<file path="config.mk">
export PLATFORM = sky130hd
export DESIGN_NAME = prescaled_counter
export DESIGN_NICKNAME = d
export VERILOG_FILES = /design/src/rtl/prescaled_counter.sv
export SDC_FILE = /design/constraint.sdc
export NUM_CORES = 1
export LEC_CHECK = 0
export CORE_ASPECT_RATIO = 2
export CORE_MARGIN = 2
export CORE_UTILIZATION = 55
export DETAILED_ROUTE_END_ITERATION = 6
export PLACE_DENSITY = 0.86
export SKIP_LAST_GASP = 1
export SYNTH_ARGS = -nofsm -noshare
export SYNTH_HDL_FRONTEND = slang
export SYNTH_SLANG_ARGS = --single-unit
</file>
<file path="constraint.sdc">
create_clock -name clk -period 2.8 [get_ports clk]
set_clock_uncertainty 0.05 [all_clocks]
set_input_delay 0.28 -clock clk [delete_from_list [all_inputs] [get_ports clk]]
set_output_delay 0.28 -clock clk [all_outputs]
set_load 0.05 [all_outputs]
</file>
<file path="src/rtl/prescaled_counter.sv">
// -----------------------------------------------------------------------------
// prescaled_counter
//
// Up/down counter that advances once every CYCLES_PER_TICK enabled clock
// cycles. The internal prescaler only advances on cycles where ce=1. When
// it reaches its last value, that edge is a "step edge": the prescaler
// returns to 0 and the counter moves one step in the direction given by dir.
// At its bounds the counter either wraps (SATURATE=0) or holds (SATURATE=1).
//
// Parameters
//   WIDTH            counter width in bits (1..32)
//   CYCLES_PER_TICK  enabled clk cycles per count step (1..2^31-1)
//   SATURATE         0 = wrap at bounds, 1 = hold at bounds
//
// Ports
//   clk         single clock; all state changes on its rising edge
//   rst         synchronous active-high reset; highest priority
//   ce          clock enable for the prescaler and the count step
//   dir         step direction: 1 = up, 0 = down (sampled on the step edge)
//   load        synchronous load strobe; wins over a coincident step
//   load_value  value loaded into count when load=1
//   count       registered counter value
//   tick        one-cycle pulse, high in the cycle count first shows a step
//   tc          one-cycle terminal-count pulse, high with tick when the step
//               wrapped (wrap mode) or was attempted at a bound (saturate mode)
// -----------------------------------------------------------------------------
module prescaled_counter #(
  parameter int WIDTH           = 4,
  parameter int CYCLES_PER_TICK = 125000000,
  parameter bit SATURATE        = 1'b0
) (
  input  logic             clk,
  input  logic             rst,
  input  logic             ce,
  input  logic             dir,
  input  logic             load,
  input  logic [WIDTH-1:0] load_value,
  output logic [WIDTH-1:0] count,
  output logic             tick,
  output logic             tc
);

  // A divide-by-1 still needs a one-bit prescaler so the vector is legal;
  // it simply never leaves 0, which makes every enabled edge a step edge.
  localparam int PW = (CYCLES_PER_TICK > 1) ? $clog2(CYCLES_PER_TICK) : 1;
  localparam logic [PW-1:0] PRESC_LAST = PW'(CYCLES_PER_TICK - 1);

  logic [PW-1:0]    presc;
  logic [PW-1:0]    presc_next;
  logic [WIDTH-1:0] count_next;
  logic             tick_next;
  logic             tc_next;
  logic             at_bound;

  // The bound that matters is the one we are stepping towards.
  assign at_bound = dir ? (count == '1) : (count == '0);

  // Next-state logic. rst is handled in the register process so that it
  // overrides everything computed here.
  always_comb begin
    // NOTE: every output of this block gets a default first, so no path can
    // leave a variable unassigned and infer a latch.
    presc_next = presc;
    count_next = count;
    tick_next  = 1'b0;
    tc_next    = 1'b0;

    if (load) begin
      // Load discards any coincident step and restarts the period.
      count_next = load_value;
      presc_next = '0;
    end else if (ce) begin
      if (presc == PRESC_LAST) begin
        presc_next = '0;
        tick_next  = 1'b1;
        tc_next    = at_bound;
        // In saturate mode a step at the bound is swallowed; otherwise the
        // modulo-2^WIDTH add/subtract gives the wrap for free.
        if (!(SATURATE && at_bound)) begin
          count_next = dir ? count + WIDTH'(1) : count - WIDTH'(1);
        end
      end else begin
        presc_next = presc + PW'(1);
      end
    end
  end

  always_ff @(posedge clk) begin
    // NOTE: state registers use non-blocking assignments so every flop
    // samples the pre-edge values, independent of statement order.
    if (rst) begin
      presc <= '0;
      count <= '0;
      tick  <= 1'b0;
      tc    <= 1'b0;
    end else begin
      presc <= presc_next;
      count <= count_next;
      tick  <= tick_next;
      tc    <= tc_next;
    end
  end

endmodule

</file>
==> flow_summary.ini <==
[outcome]
status = finished, final reports clean

[cts]
clock_latency_ns = 0.29
path_clk_slew_ns = 0.06
cts_buffers = 5
post_cts_resize_count = 0
cts_hold_buf = 0
cts_setup_buffers = 0
cts_tree = done
cts-root-buf = clkbuf_8
h-tree-depth = 2
clock_path_buffers = 2
cts_sinks = 33

[pwr]
leakage_nw = 0.6098
power_density_nw_per_um2 = 461.9
peakVddDrop_mv = 0.3711

[place]
dp_hpwl_um = 2952
gp_congestion = 0.9139
placed_area_um2 = 1847
dp.cells = 232
port_buffers = 14

[worst_setup_path]
critPathLaunchType = flop
end_kind = flop
arrival_ns = 2.40
worstPathRequired_ns = 2.97
crit_chain = nand4_2 > or4_4 > or4_1 > a21oi_1
r2r_slack_ns = 0.58
crit_slowest_cell = or4_4
cpPeakStageDelay_ns = 0.67
path_class = flop to flop
critPathTopFamily = simple AND/OR/NAND/NOR gates
crit_buf_inv = 0
crit_fanout = 14

[grt]
grt_pass1_wl_um = 6651
grt_util_met3_pct = 4.545
grt_pass1_vias = 1516
use_met1_pct = 23.20
grt_max_degree = 28
met2_usage_pct = 48.96
track_usage_pct = 25.01
antenna_found_initial = 0
grt_busiest_layer = met2
grt_overflow = 0

[layout]
final_cell_area_um2 = 1927
seq_area_um2 = 660.6
final_layout_size_suffix_gt1_share_pct = 8.571
n_antenna_cell = 0
multi_input_area_um2 = 978.4
fillers = 258
fin_util_pct = 65.48
syn_to_final_growth_pct = 12.90
num-nets-final = 222
final_cells = 240

[routing]
viasPerCell = 6.413
vias = 1539
ant_nets = 0
first_pass_iters = 4
wire_per_inst_um = 16.36
drc = 0
finalWirelength_um = 3927
drtIter0Drc = 56

[sta]
worstMarginPinSlew_ns = 0.5182
slew_headroom_pct = 65.36
setup_viol = 0
timing.final.max_slew_violations = 0
fmax_ghz = 0.4495
hold_violations = 0
hold_ws_ns = 0.4478
tns_ns = 0
post-route-min-period_ns = 2.225
period_share_pct = 79.46
rsz0062_at_grt = no

[synth]
synth.area.top_cells = dfxtp_1, o31ai_1, nor2_1
synthArstFlopShare_pct = 0
synth.largest_area_cell = dfxtp_1
synth_top_area_share_pct = 38.71
yosysMostFrequentCell = dfxtp_1
ys_seq_elements = 33
ys_top_cells_by_count = dfxtp_1, nor2_1, a21oi_1
ys_seq_area_share_pct = 38.71
synth_cell_types = 42
postSynthCellCount = 196
synthesis.nets = 209
synth_edf_count = 0
synthFlopType = dfxtp_1
syn_area_um2 = 1707
ys_warn_count = 0
synth.avg_cell_area_um2 = 8.707

[floorplanning]
ios = 15
die_area_um2 = 3592
initial_core_util_pct = 57.99
dieHeight_um = 82.78
rows = 28
coreArea_um2 = 2943
die_w_um = 43.39

[flow_run]
cap_violations = 0

[hold_path]
hp-class = flop to flop
==> cell usage in the layout (no fill, tap or decap), types with 2 or more instances in the layout <==
master / synthesis / layout
nand3b_1: 2 / 2
a21oi_1: 15 / 15
clkbuf_1: 3 / 3
and3_1: 5 / 5
nor3_1: 4 / 4
nor2_1: 21 / 21
or4_4: 3 / 3
o21ai_0: 4 / 4
o31ai_1: 11 / 11
xnor2_1: 6 / 6
or3_1: 3 / 3
dfxtp_1: 33 / 33
nand4_2: 2 / 2
nand3_1: 7 / 7
or4_1: 8 / 8
inv_1: 6 / 6
nor4_1: 4 / 4
xor2_1: 8 / 8
clkdlybuf4s50_1: 0 / 14
ha_1: 3 / 3
a21oi_2: 2 / 2
nand2_1: 12 / 12
a311oi_1: 2 / 2
and4_1: 2 / 2
nand4_1: 8 / 8
clkbuf_8: 0 / 5
nor4b_1: 2 / 2
==> cell families after synthesis <==
kind of cell	synth area share, %
adder cells (fa/ha/maj)	3.373
multiplexers	0.5865
buffers and inverters	3.959
XOR/XNOR	7.185
AO/OA/AOI/OAI	14.88
AND/OR/NAND/NOR	31.31
flip-flops	38.71
==> state kept, by name, indices dropped and copies added, names as in the netlist <==
register  flops
presc        27
tick          1
tc            1
count         4
==> metrics by stage <==
stage | setup WS (ns) | power [mW]
floorplan | 0.8304 | 0.5325
global placement | 0.4678 | 0.5588
detailed placement | 0.3667 | 0.5632
CTS | 0.5962 | 0.8981
global route | 0.4277 | 0.9165
finish | 0.5752 | 0.8899
==> worst paths after layout <==
kind / startpoint / to / depth (start not counted)
max: presc[7] / presc[26] / 4
min: presc[25] / presc[25] / 2
max reg2reg: presc[7] / presc[26] / 4
min reg2reg: presc[25] / presc[25] / 2
==> layer usage <==
metal | wire (um) | up-vias | share of wire [%]
met2 | 2307 | 45 | 59
met5 | 0 | - | 0
li1 | - | 757 | -
met1 | 1367 | 729 | 35
met4 | 100 | 0 | 2.5
met3 | 151 | 8 | 3.8
==> final cells by class <==
cell class                      instances  share of cell area, %
Multi-Input combinational cell        148                  50.78
Sequential cell                        33                  34.29
Timing Repair Buffer                   15                  7.662
Clock buffer                            8                  4.156
Tap cell                               30                  1.948
Inverter                                6                  1.169
==> power by group <==
part           switching [mW]  total [mW]  internal (mW)  leakage, nW
Sequential            0.00795       0.482          0.474        0.267
Combinational          0.0411      0.0710         0.0299        0.304
Clock                   0.160       0.337          0.176       0.0395
==> worst register-to-register path: cells and delay by family, from the launching register on <==
family,cells,cell delay (ns)
AO/OA/AOI/OAI,1,0.15
flip-flops,1,0.45
AND/OR/NAND/NOR,3,1.52
(Power assumes the default switching activity.)
